[config.mk]
export PLATFORM = sky130hd
export DESIGN_NAME = ex_div_flat
export DESIGN_NICKNAME = d
export VERILOG_FILES = /design/src/rtl/ex_div_if.sv /design/src/rtl/ex_div.sv /design/src/flat_wrapper.sv
export SDC_FILE = /design/constraint.sdc
export NUM_CORES = 1
export LEC_CHECK = 0
export CORE_MARGIN = 5
export CORE_UTILIZATION = 50
export CTS_CLUSTER_DIAMETER = 40
export DETAILED_ROUTE_END_ITERATION = 8
export DONT_BUFFER_PORTS = 1
export PLACE_DENSITY = 0.66
export SETUP_SLACK_MARGIN = 0.05
export SLEW_MARGIN = 10
export SYNTH_ARGS = -nofsm -noshare
export SYNTH_HDL_FRONTEND = slang
export SYNTH_SLANG_ARGS = --single-unit
export TNS_END_PERCENT = 1
[constraint.sdc]
create_clock -name clk -period 5.4 [get_ports clk]
set_input_delay 0.54 -clock clk [delete_from_list [all_inputs] [get_ports clk]]
set_output_delay 0.54 -clock clk [all_outputs]
set_load 0.01 [all_outputs]
[src/rtl/ex_div_if.sv]
// Request/response bundle between the EX stage (master) and the iterative divider (slave).
interface ex_div_if #(
    parameter int WIDTH = 32
);
    logic               signed_div_i;
    logic [WIDTH-1:0]   opdata1_i;
    logic [WIDTH-1:0]   opdata2_i;
    logic               start_i;
    logic               annul_i;
    logic [2*WIDTH-1:0] result_o;
    logic               ready_o;

    modport master (
        output signed_div_i, opdata1_i, opdata2_i, start_i, annul_i,
        input  result_o, ready_o
    );

    modport slave (
        input  signed_div_i, opdata1_i, opdata2_i, start_i, annul_i,
        output result_o, ready_o
    );
endinterface

[src/rtl/ex_div.sv]
// Iterative radix-2 restoring divider for MIPS DIV/DIVU, one quotient bit per clock.
// Define DIV_SIGNED_EN to build in signed (DIV) support; without it every division is unsigned.
module ex_div #(
    parameter int WIDTH = 32
) (
    input  logic    clk,
    input  logic    rst,
    ex_div_if.slave div
);
    localparam int CNT_W = $clog2(WIDTH) + 1;

    typedef enum logic [1:0] {DivFree, DivByZero, DivOn, DivEnd} state_t;

    state_t             state;
    logic [CNT_W-1:0]   cnt;
    // Upper half holds the partial remainder, lower half the unconsumed dividend bits
    // with quotient bits filling in from the right.
    logic [2*WIDTH-1:0] acc;
    logic [WIDTH-1:0]   divisor;
    logic [2*WIDTH-1:0] result;
    logic               ready;

    logic               accept;
    logic [WIDTH-1:0]   op1_mag;
    logic [WIDTH-1:0]   op2_mag;
    logic [2*WIDTH:0]   shifted;
    logic [WIDTH:0]     part;
    logic               fits;
    logic [2*WIDTH-1:0] acc_next;
    logic [2*WIDTH-1:0] final_result;

    assign accept   = div.start_i && !div.annul_i;
    assign shifted  = {acc, 1'b0};
    assign part     = shifted[2*WIDTH:WIDTH];
    assign fits     = part >= {1'b0, divisor};
    // part < 2*divisor always, so the difference fits in WIDTH bits.
    assign acc_next = fits ? {part[WIDTH-1:0] - divisor, shifted[WIDTH-1:1], 1'b1}
                           : shifted[2*WIDTH-1:0];

`ifdef DIV_SIGNED_EN
    logic op1_neg;
    logic op2_neg;
    logic neg_quo;
    logic neg_rem;

    function automatic logic [WIDTH-1:0] negate_if(input logic [WIDTH-1:0] v, input logic neg);
        return neg ? (~v + {{(WIDTH-1){1'b0}}, 1'b1}) : v;
    endfunction

    assign op1_neg      = div.signed_div_i & div.opdata1_i[WIDTH-1];
    assign op2_neg      = div.signed_div_i & div.opdata2_i[WIDTH-1];
    assign op1_mag      = negate_if(div.opdata1_i, op1_neg);
    assign op2_mag      = negate_if(div.opdata2_i, op2_neg);
    // Remainder follows the dividend's sign; MIN/-1 wraps back to MIN naturally.
    assign final_result = {negate_if(acc_next[2*WIDTH-1:WIDTH], neg_rem),
                           negate_if(acc_next[WIDTH-1:0], neg_quo)};

    always_ff @(posedge clk or negedge rst) begin
        if (!rst) begin
            neg_quo <= 1'b0;
            neg_rem <= 1'b0;
        end else if (state == DivFree && accept) begin
            neg_quo <= op1_neg ^ op2_neg;
            neg_rem <= op1_neg;
        end
    end
`else
    logic unused_signed;

    assign unused_signed = div.signed_div_i;
    assign op1_mag       = div.opdata1_i;
    assign op2_mag       = div.opdata2_i;
    assign final_result  = acc_next;
`endif

    always_ff @(posedge clk or negedge rst) begin
        if (!rst) begin
            state   <= DivFree;
            cnt     <= '0;
            acc     <= '0;
            divisor <= '0;
            result  <= '0;
            ready   <= 1'b0;
        end else begin
            case (state)
                DivFree: begin
                    ready <= 1'b0;
                    if (accept) begin
                        if (div.opdata2_i == '0) begin
                            state <= DivByZero;
                        end else begin
                            state   <= DivOn;
                            cnt     <= '0;
                            acc     <= {{WIDTH{1'b0}}, op1_mag};
                            divisor <= op2_mag;
                        end
                    end
                end
                DivByZero: begin
                    if (div.annul_i) begin
                        state <= DivFree;
                        cnt   <= '0;
                        ready <= 1'b0;
                    end else begin
                        state  <= DivEnd;
                        result <= '0;
                        ready  <= 1'b1;
                    end
                end
                DivOn: begin
                    if (div.annul_i) begin
                        state <= DivFree;
                        cnt   <= '0;
                        ready <= 1'b0;
                    end else begin
                        acc <= acc_next;
                        cnt <= cnt + 1'b1;
                        if (cnt == CNT_W'(WIDTH - 1)) begin
                            state  <= DivEnd;
                            result <= final_result;
                            ready  <= 1'b1;
                        end
                    end
                end
                DivEnd: begin
                    if (!div.start_i) begin
                        state  <= DivFree;
                        result <= '0;
                        ready  <= 1'b0;
                    end
                end
                default: state <= DivFree;
            endcase
        end
    end

    assign div.result_o = result;
    assign div.ready_o  = ready;
endmodule

[src/flat_wrapper.sv]
// flat-port wrapper written by rule: the top's interface ports become plain ports
module ex_div_flat 
#(
    parameter int WIDTH = 32
)
  (clk, rst, div_signed_div_i, div_opdata1_i, div_opdata2_i, div_start_i, div_annul_i, div_result_o, div_ready_o);
  ex_div_if #(.WIDTH(WIDTH)) div_i ();
  input  logic clk;
  input  logic rst;
  input wire logic [$bits(div_i.signed_div_i)-1:0] div_signed_div_i;
  input wire logic [$bits(div_i.opdata1_i)-1:0] div_opdata1_i;
  input wire logic [$bits(div_i.opdata2_i)-1:0] div_opdata2_i;
  input wire logic [$bits(div_i.start_i)-1:0] div_start_i;
  input wire logic [$bits(div_i.annul_i)-1:0] div_annul_i;
  output wire logic [$bits(div_i.result_o)-1:0] div_result_o;
  output wire logic [$bits(div_i.ready_o)-1:0] div_ready_o;
  assign div_i.signed_div_i = div_signed_div_i;
  assign div_i.opdata1_i = div_opdata1_i;
  assign div_i.opdata2_i = div_opdata2_i;
  assign div_i.start_i = div_start_i;
  assign div_i.annul_i = div_annul_i;
  assign div_result_o = div_i.result_o;
  assign div_ready_o = div_i.ready_o;
  ex_div #(.WIDTH(WIDTH)) u_core (.clk(clk), .rst(rst), .div(div_i));
endmodule
# Word-level counts from Yosys, hierarchy flattened
# Index checks and enable logic that the tools add are counted.
totals:
  mem_bits_rw: 0
  romBits: 0
  n_memories: 0
  wordCells: 62
  latchBits: 0
  inputBits: 69
  regBits: 169
  output_inout_bits: 65
classes:
  n_addsub: 2
  bitwise: 1
  order_cmp: 1
  n_mux: 27
  reduce_logical: 13
  n_shift: 0
  n_div: 0
  multipliers: 0
  eq_ne: 12
op_table:
  columns: ["operator", "count"]
  rows:
  - ["$mux W64", 8]
  - ["$pmux W64 S3", 1]
  - ["$pmux W64 S2", 1]
  - ["$ge A33 B32 Y1", 1]
  - ["$logic_not A32 Y1", 1]
  - ["$sub A32 B32 Y32", 1]
  - ["$mux W6", 4]
  - ["$pmux W6 S3", 1]
  - ["$mux W2", 6]
  - ["$ne A2 B2 Y1 const B", 5]
  - ["$pmux W2 S4", 1]
  - ["$reduce_and A4 Y1", 2]
  - ["$add A6 B1 Y6 const B", 1]
  - ["$eq A6 B5 Y1 const B", 1]
  - ["$reduce_and A3 Y1", 2]
  - ["$reduce_bool A3 Y1", 2]
  - ["$reduce_and A5 Y1", 1]
  - ["$eq A2 B2 Y1 const B", 2]
  - ["$mux W1", 4]
  - ["$ne A2 B1 Y1 const B", 2]
  - ["$pmux W1 S4", 1]
  - ["$ne A3 B2 Y1 const B", 1]
  - ["$eq A2 B1 Y1 const B", 1]
  - ["$logic_not A2 Y1", 1]
  - ["other kinds (5)", 5]

# Logic depth before layout (Yosys ltp)
# Gate-level depths: netlist of run 1.
logic_depth:
  word_depth: 5
  depth_mapped: 13
  ltp_nobuf: 11

# Least setup slack after synthesis of run 1
# Ideal clock, no wire load.
synth_timing:
  kind: "reg2reg"
  from: "register u_core.acc[31]"
  to: "register u_core.acc[60]"
  setup_slack_ns: 2.863
  n_path_buf: 0
  synth_period_minus_slack_ns: 2.537
  setup_time_ns: 0.067
  arrival_time_ns: 2.470
  t_required_ns: 5.333
  path_stages_with_launch: 12
  cell_sequence: "dfrtp_1 > inv_1 > ha_1 > fa_1 > nand2b_1 > a21oi_1 > o211ai_1 > a211oi_2 > o311ai_1 > and3_1 > o31ai_2 > a22o_1"
synth_between:
  elab_chain_len: 4
  elab_cells_between_ends: 5
  cone_classes: "1 x add/sub; 1 x order compare; 3 x mux"
synth_lines:
  columns: ["item", "line_no", "rtl"]
  rows:
  - ["start, declared", "ex_div.sv:18", "logic [2*WIDTH-1:0] acc;"]
  - ["start signal, assigned", "ex_div.sv:94", "acc <= {{WIDTH{1'b0}}, op1_mag};"]
  - ["start signal, assigned", "ex_div.sv:116", "acc <= acc_next;"]
  - ["$sub A32 B32 Y32 or $ge A33 B32 Y1 (tied branches)", "ex_div.sv:37, ex_div.sv:35", null]
  - ["$mux W64 (*)", "ex_div.sv:37", "assign acc_next = fits ? {part[WIDTH-1:0] - divisor, shifted[WIDTH-1:1], 1'b1}"]
  - ["$mux W64 (*)", "ex_div.sv:111", "if (div.annul_i) begin"]
  - ["$pmux W64 S2 (*)", "ex_div.sv:85", "case (state)"]
# Mark *: on every way between the ends. The rest lies on a longest branch, timed or not. The select of a mux whose other input is x is not followed.
# A chain may end at the register's enable or synchronous reset.

# Worst setup path after layout of run 1
layout_timing:
  from: "register u_core.divisor[1]"
  to: "register u_core.result[37], in the netlist u_core.div.result_o[37]"
layout_between:
  elab_chain_len: 5
  elab_cells_between_ends: 6
  cone_classes: "1 x add/sub; 1 x order compare; 4 x mux"
layout_lines:
  columns: ["item", "line_no", "rtl"]
  rows:
  - ["start, declared", "ex_div.sv:19", "logic [WIDTH-1:0] divisor;"]
  - ["start signal, assigned", "ex_div.sv:95", "divisor <= op2_mag;"]
  - ["$sub A32 B32 Y32 or $ge A33 B32 Y1 (tied branches)", "ex_div.sv:37, ex_div.sv:35", null]
  - ["$mux W64 (*)", "ex_div.sv:37", null]
  - ["$mux W64 (*)", "ex_div.sv:118", "if (cnt == CNT_W'(WIDTH - 1)) begin"]
  - ["$mux W64 (*)", "ex_div.sv:111", null]
  - ["$pmux W64 S3 (*)", "ex_div.sv:85", null]
  - ["end signal, assigned", "ex_div.sv:120", "result <= final_result;"]
  - ["end, declared", "ex_div.sv:20", "logic [2*WIDTH-1:0] result;"]
# Marks and branches as above.

==> results of run 1 <==
-- logic make-up (layout without fill, tap and decap cells) --
kind of cell    after synthesis  after routing  share of synthesized area
flops                       169            169                      0.447
mux                          43             43                     0.0502
simple gates                413            413                      0.198
xor+xnor                     23             23                     0.0213
fa+ha+maj                    40             40                     0.0537
compound gates              253            253                      0.176
buf+inv                     119             94                     0.0539
-- path summary, 6_finish.rpt --
check,startpoint,endpoint,slack (ns)
worst min register to register,u_core.acc[0]$_DFFE_PN0P_,u_core.acc[0]$_DFFE_PN0P_,0.49
max in group asynchronous,rst,u_core.acc[6]$_DFFE_PN0P_,4.62
worst min-delay path,rst,u_core.divisor[14]$_DFFE_PN0P_,0.11
worst max-delay path,u_core.divisor[1]$_DFFE_PN0P_,u_core.div.result_o[37]$_DFFE_PN0P_,1.52
min in group clk,div_opdata1_i[21],u_core.acc[21]$_DFFE_PN0P_,0.25
worst max register to register,u_core.divisor[1]$_DFFE_PN0P_,u_core.div.result_o[37]$_DFFE_PN0P_,1.52
-- per-layer routing --
metal,vias up,GRT usage
met5,-,0
met4,0,0.0825
li1,3727,-
met1,3721,0.316
met2,244,0.364
met3,48,0.0619
-- layout make-up --
| class | instances | area [sq um] | area share |
|---|---|---|---|
| Timing Repair Buffer | 12 | 110 | 0.0108 |
| Multi-Input combinational cell | 772 | 4740 | 0.466 |
| Sequential cell | 169 | 4230 | 0.416 |
| Clock inverter | 15 | 173 | 0.0170 |
| Clock buffer | 17 | 425 | 0.0419 |
| Inverter | 50 | 188 | 0.0185 |
| Tap cell | 234 | 293 | 0.0288 |
-- power breakdown --
part	switching, uW	internal [uW]	total, uW
logic	1990	996	2980
clock network	604	626	1230
registers	358	1700	2060
-- synthesized netlist by cell type, types with 3 or more instances --
library cell	n	area, sq um
inv_1	50	188
o21bai_1	5	37.5
nand4_1	46	288
mux2i_1	7	70.1
o311ai_0	12	105
o221ai_1	5	43.8
buf_4	7	52.6
or2_2	4	25.0
o311ai_1	6	52.6
ha_1	39	488
nand2_1	207	777
o31ai_1	15	113
nor2b_1	4	25.0
dfrtp_1	169	4230
nand2b_1	7	43.8
and3_1	9	56.3
a31oi_1	37	231
xor2_1	7	61.3
nor3_1	13	65.1
a21o_1	15	113
or3_1	3	18.8
mux2_2	34	383
clkbuf_1	41	154
a21oi_1	44	220
nor2_1	58	218
xnor2_1	16	140
o211ai_1	13	97.6
nor4_1	8	50.1
a211oi_1	4	30.0
buf_2	18	90.1
o21ai_1	5	25.0
nand3_1	42	210
o21ai_0	64	320
-- state kept, by name, summed over array words and instances (netlist names) --
signal	cells
u_core.acc	64
u_core.cnt	6
u_core.state	2
u_core.div.result_o	64
u_core.div.ready_o	1
u_core.divisor	32
-- per-stage QoR --
stage / hold slack [ns] / setup WS, ns / utilization / instance area (sq um)
final: 0.110 / 1.52 / 0.545 / 10200
after CTS: 0.171 / 1.64 / 0.545 / 10200
after floorplan: 0.244 / 2.86 / - / 9470
after global routing: 0.208 / 1.40 / 0.545 / 10200
after detailed placement: 0.254 / 1.65 / 0.511 / 9530
after global placement: 0.254 / 1.70 / 0.511 / 9530
-- what timing repair did --
action | CTS | global route
hold buffers | 1 | 0
resized for setup | 0 | 0
endpoints found under the hold margin | 169 | 0
==> impl_metrics.py, run 1 <==
metrics = {
    "status": {
        "outcome": "finished clean",
    },
    "worst_setup_path": {
        "rr_worst_depth": 11,
        "cpLargestDelayFamily": "compound AO/OA/AOI/OAI gates",
        "path_depth": 11,
        "path_buf_inv": 2,
        "cp_data_arrival_time_ns": 4.24,
        "startpoint_type": "register",
        "max_stage_delay_ns": 0.75,
        "criticalPathCategory": "register to register",
        "critical_path_required_ns": 5.76,
        "cp-end-kind": "register",
        "path_max_fanout": 31,
        "crit_slowest_cell": "a31oi_4",
        "crit_chain": "inv_1 > ha_1 > nor2b_1 > o21bai_1 > a21oi_1 > o2111ai_1 > nand3_2 > a31oi_4 > buf_4 > mux2_1 > o21ai_1",
    },
    "power_and_ir_drop": {
        "leakage_uw": 0.00453,
        "peakVddDrop_v": 0.000596,
        "p_per_area_mw_per_mm2": 618,
        "total_power_uw": 6270,
    },
    "sta": {
        "period_minus_slack_ns": 3.88,
        "setup_viol": 0,
        "totalNegativeSetupSlack_ns": 0,
        "worst_slew_pin_slew_ns": 0.917,
        "post-route-period-util": 0.719,
        "slew_violations": 0,
        "finalHoldViolCount": 0,
        "clock_skew_ns": 0.00932,
        "slew_headroom": 0.383,
        "max_clock_freq_mhz": 258,
        "rsz0062_at_grt": "no",
    },
    "routing": {
        "drt-total-wl_microns": 25200,
        "dr.pass1.iters": 5,
        "wl_met1_microns": 11000,
        "drc": 0,
        "wl_met3_microns": 1760,
        "routedWlPerCell_microns": 19.9,
        "postRouteAntennaNets": 0,
        "via_per_inst": 6.10,
        "drt_iter0_drc": 654,
        "routed.top_layer": "met4",
        "num_vias": 7740,
        "dr_wl_met2_microns": 11600,
    },
    "clocking": {
        "clk_path_buf_depth": 2,
        "cts_setup_buffers": 0,
        "clk_pin_slew_ns": 0.07,
        "insertion_delay_ns": 0.43,
        "numCtsBuffers": 17,
        "cts_tree": "yes",
        "h-tree-depth": 4,
        "cts-root-buf": "clkbuf_16",
        "cts.sinks": 169,
    },
    "die": {
        "chipHeight_microns": 148,
        "die_w_microns": 148,
        "die-area_sq_mm": 0.0218,
        "initial_core_util": 0.508,
        "fp-row-count": 50,
        "io_pins": 134,
        "coreArea_sq_mm": 0.0186,
    },
    "synthesis": {
        "synthArstFlopShare": 1.00,
        "post_synth_num_cell_types": 65,
        "syn_area_per_cell_sq_um": 8.93,
        "syn_inst": 1060,
        "synth-main-ff-cell": "dfrtp_1",
        "yosysSeqAreaShare": 0.447,
        "syn_nets": 1169,
        "synth_edf_count": 0,
        "synth_seq_cells": 169,
        "ys_warn_count": 0,
        "synth_area_sq_mm": 0.00947,
    },
    "place": {
        "io_buffers": 0,
        "globalplace.congestion": 0.945,
        "dp_hpwl_microns": 18000,
        "dp_cells": 1236,
    },
    "global_route": {
        "grt_pass1_wl_microns": 40600,
        "grt_use_total": 0.233,
        "grt_pass1_vias": 7497,
        "antenna_found_initial": 0,
        "grt-ovfl-total": 0,
        "grt_max_degree": 170,
    },
    "finish": {
        "n_antenna_cell": 0,
        "nets": 1131,
        "layout_commonest_cell": "nand2_1",
        "area_growth_pct": 7.27,
        "drive_above_1_share": 0.0957,
        "fin_cells": 1269,
        "fillerInstances": 1697,
        "final_cell_mix": "nand2_1, dfrtp_1, o21ai_0",
    },
    "flow_run": {
        "drv_cap": 0,
    },
    "min_path": {
        "hold_path_class": "primary input to async pin",
    },
}
Power figures use the tool's default switching activity.
==> run 2, diff against run 1 <==
- clock period: 5.4 -> 3.9 ns (I/O delays scaled with it)
==> run 2 against run 1 <==
Net effect:
- the run now ends with hold timing left
- die area stayed put
- register-to-register slack worse by 1.0 ns
- count of clock-buffer cells in the layout stayed put
- flip-flop and latch count stayed put
- combinational power is 39% higher
- worst hold slack worse by 0.46 ns
- final area is 0.26% higher
- worst setup slack worse by 1.0 ns
- wire length is 0.58% higher
- non-clock buffer count is 2 higher
- total power is 39% higher
- largest power group unchanged
==> impl_metrics.py, run 2 (synthesized netlist as in run 1, its figures left out) <==
metrics = {
    "routing": {
        "drc": 0,
        "dr_wl_met2_microns": 12200,
        "drt-total-wl_microns": 25400,
        "drt_iter0_drc": 545,
        "postRouteAntennaNets": 0,
        "routedWlPerCell_microns": 20.0,
        "dr.pass1.iters": 5,
        "wl_met1_microns": 10900,
        "wl_met3_microns": 1910,
        "routed.top_layer": "met4",
        "via_per_inst": 6.04,
        "num_vias": 7677,
    },
    "worst_setup_path": {
        "path_max_fanout": 28,
        "cp_data_arrival_time_ns": 3.69,
        "cp-end-kind": "register",
        "criticalPathCategory": "register to register",
        "path_buf_inv": 0,
        "crit_chain": "ha_1 > nand4_1 > nor3_1 > o2111ai_1 > nand3_2 > a31o_2 > mux2i_1 > o31ai_1",
        "max_stage_delay_ns": 0.63,
        "startpoint_type": "register",
        "crit_slowest_cell": "a31o_2",
        "cpLargestDelayFamily": "compound AO/OA/AOI/OAI gates",
        "critical_path_required_ns": 4.18,
    },
    "place": {
        "io_buffers": 0,
        "globalplace.congestion": 0.939,
        "dp_hpwl_microns": 18300,
    },
    "global_route": {
        "grt_pass1_vias": 7480,
        "grt_use_total": 0.234,
        "antenna_found_initial": 0,
        "grt-ovfl-total": 0,
        "grt_max_degree": 170,
        "grt_pass1_wl_microns": 40800,
    },
    "die": {
        "die_w_microns": 148,
        "io_pins": 134,
        "coreArea_sq_mm": 0.0186,
        "fp-row-count": 50,
        "initial_core_util": 0.508,
        "chipHeight_microns": 148,
        "die-area_sq_mm": 0.0218,
    },
    "clocking": {
        "cts_resized": 0,
        "cts_tree": "yes",
        "cts-root-buf": "clkbuf_16",
        "clk_pin_slew_ns": 0.08,
        "clk_path_buf_depth": 2,
        "cts_setup_buffers": 0,
        "cts.sinks": 169,
        "insertion_delay_ns": 0.43,
        "numCtsBuffers": 17,
        "h-tree-depth": 4,
    },
    "power_and_ir_drop": {
        "p_comb_frac": 0.475,
        "switching_share": 0.464,
        "p_per_area_mw_per_mm2": 857,
        "peakVddDrop_v": 0.000799,
        "power_frac_seq": 0.328,
        "leakage_uw": 0.00454,
        "p_sw_uw": 4040,
        "clockPowerShare": 0.198,
        "total_power_uw": 8720,
        "p_int_uw": 4680,
    },
    "flow_run": {
        "drv_cap": 0,
    },
    "sta": {
        "worst_slew_pin_slew_ns": 0.998,
        "post-route-period-util": 0.875,
        "rsz0062_at_grt": "no",
        "clock_skew_ns": 0.00921,
        "max_clock_freq_mhz": 293,
        "setup_viol": 0,
        "whs_ns": -0.350,
        "slew_violations": 0,
        "period_minus_slack_ns": 3.41,
        "totalNegativeSetupSlack_ns": 0,
        "slew_headroom": 0.335,
        "finalHoldViolCount": 169,
    },
    "finish": {
        "final_util": 0.546,
        "n_antenna_cell": 0,
        "drive_above_1_share": 0.0974,
        "layout_commonest_cell": "nand2_1",
        "nets": 1133,
        "final_cell_mix": "nand2_1, dfrtp_1, o21ai_0",
        "area_growth_pct": 7.55,
    },
    "status": {
        "violations": "hold timing",
        "outcome": "finished with violations",
    },
    "min_path": {
        "hold_path_class": "primary input to async pin",
    },
}
## run 2: area by class of cell
class | instances | area, sq um
Fill cell | 1743 | 8460
Multi-Input combinational cell | 772 | 4740
Sequential cell | 169 | 4230
Clock buffer | 17 | 425
Tap cell | 234 | 293
Inverter | 50 | 188
Clock inverter | 15 | 179
Timing Repair Buffer | 14 | 130
## run 2: power groups by stage
stage | clock, uW | combinational, uW | sequential (uW)
CTS | 1750 | 4110 | 2870
global placement | 0 | 4050 | 2870
detailed placement | 0 | 4090 | 2890
global route | 1820 | 4610 | 2940
floorplan | 0 | 3220 | 2730
finish | 1720 | 4140 | 2860
## run 2: worst paths after layout
| check | depth (start not counted) | to | slack (ns) | from |
|---|---|---|---|---|
| setup / recovery | 8 | u_core.div.result_o[49]$_DFFE_PN0P_ | 0.49 | u_core.acc[49]$_DFFE_PN0P_ |
| hold / removal | 0 | u_core.divisor[12]$_DFFE_PN0P_ | -0.35 | rst |
| hold reg to reg | 1 | u_core.acc[0]$_DFFE_PN0P_ | 0.48 | u_core.acc[0]$_DFFE_PN0P_ |
| setup reg to reg | 8 | u_core.div.result_o[49]$_DFFE_PN0P_ | 0.49 | u_core.acc[49]$_DFFE_PN0P_ |
| min in group clk | 1 | u_core.divisor[25]$_DFFE_PN0P_ | 0.10 | div_opdata2_i[25] |
| max in group asynchronous | 0 | u_core.acc[1]$_DFFE_PN0P_ | 4.01 | rst |
## run 2: routing by layer
layer / vias up / track usage
li1: 3733 / -
met1: 3689 / 0.301
met2: 224 / 0.385
met3: 31 / 0.0751
met4: 0 / 0.0573
met5: - / 0
## run 2: stage by stage
stage	std cells	hold WS (ns)	setup slack (ns)	area, sq um
floorplan	1060	0.0944	1.36	9470
global placement	1239	0.105	0.646	9580
detailed placement	1239	0.104	0.595	9580
CTS	1271	-0.363	0.578	10200
global route	1271	-0.369	0.317	10200
finish	1271	-0.350	0.487	10200
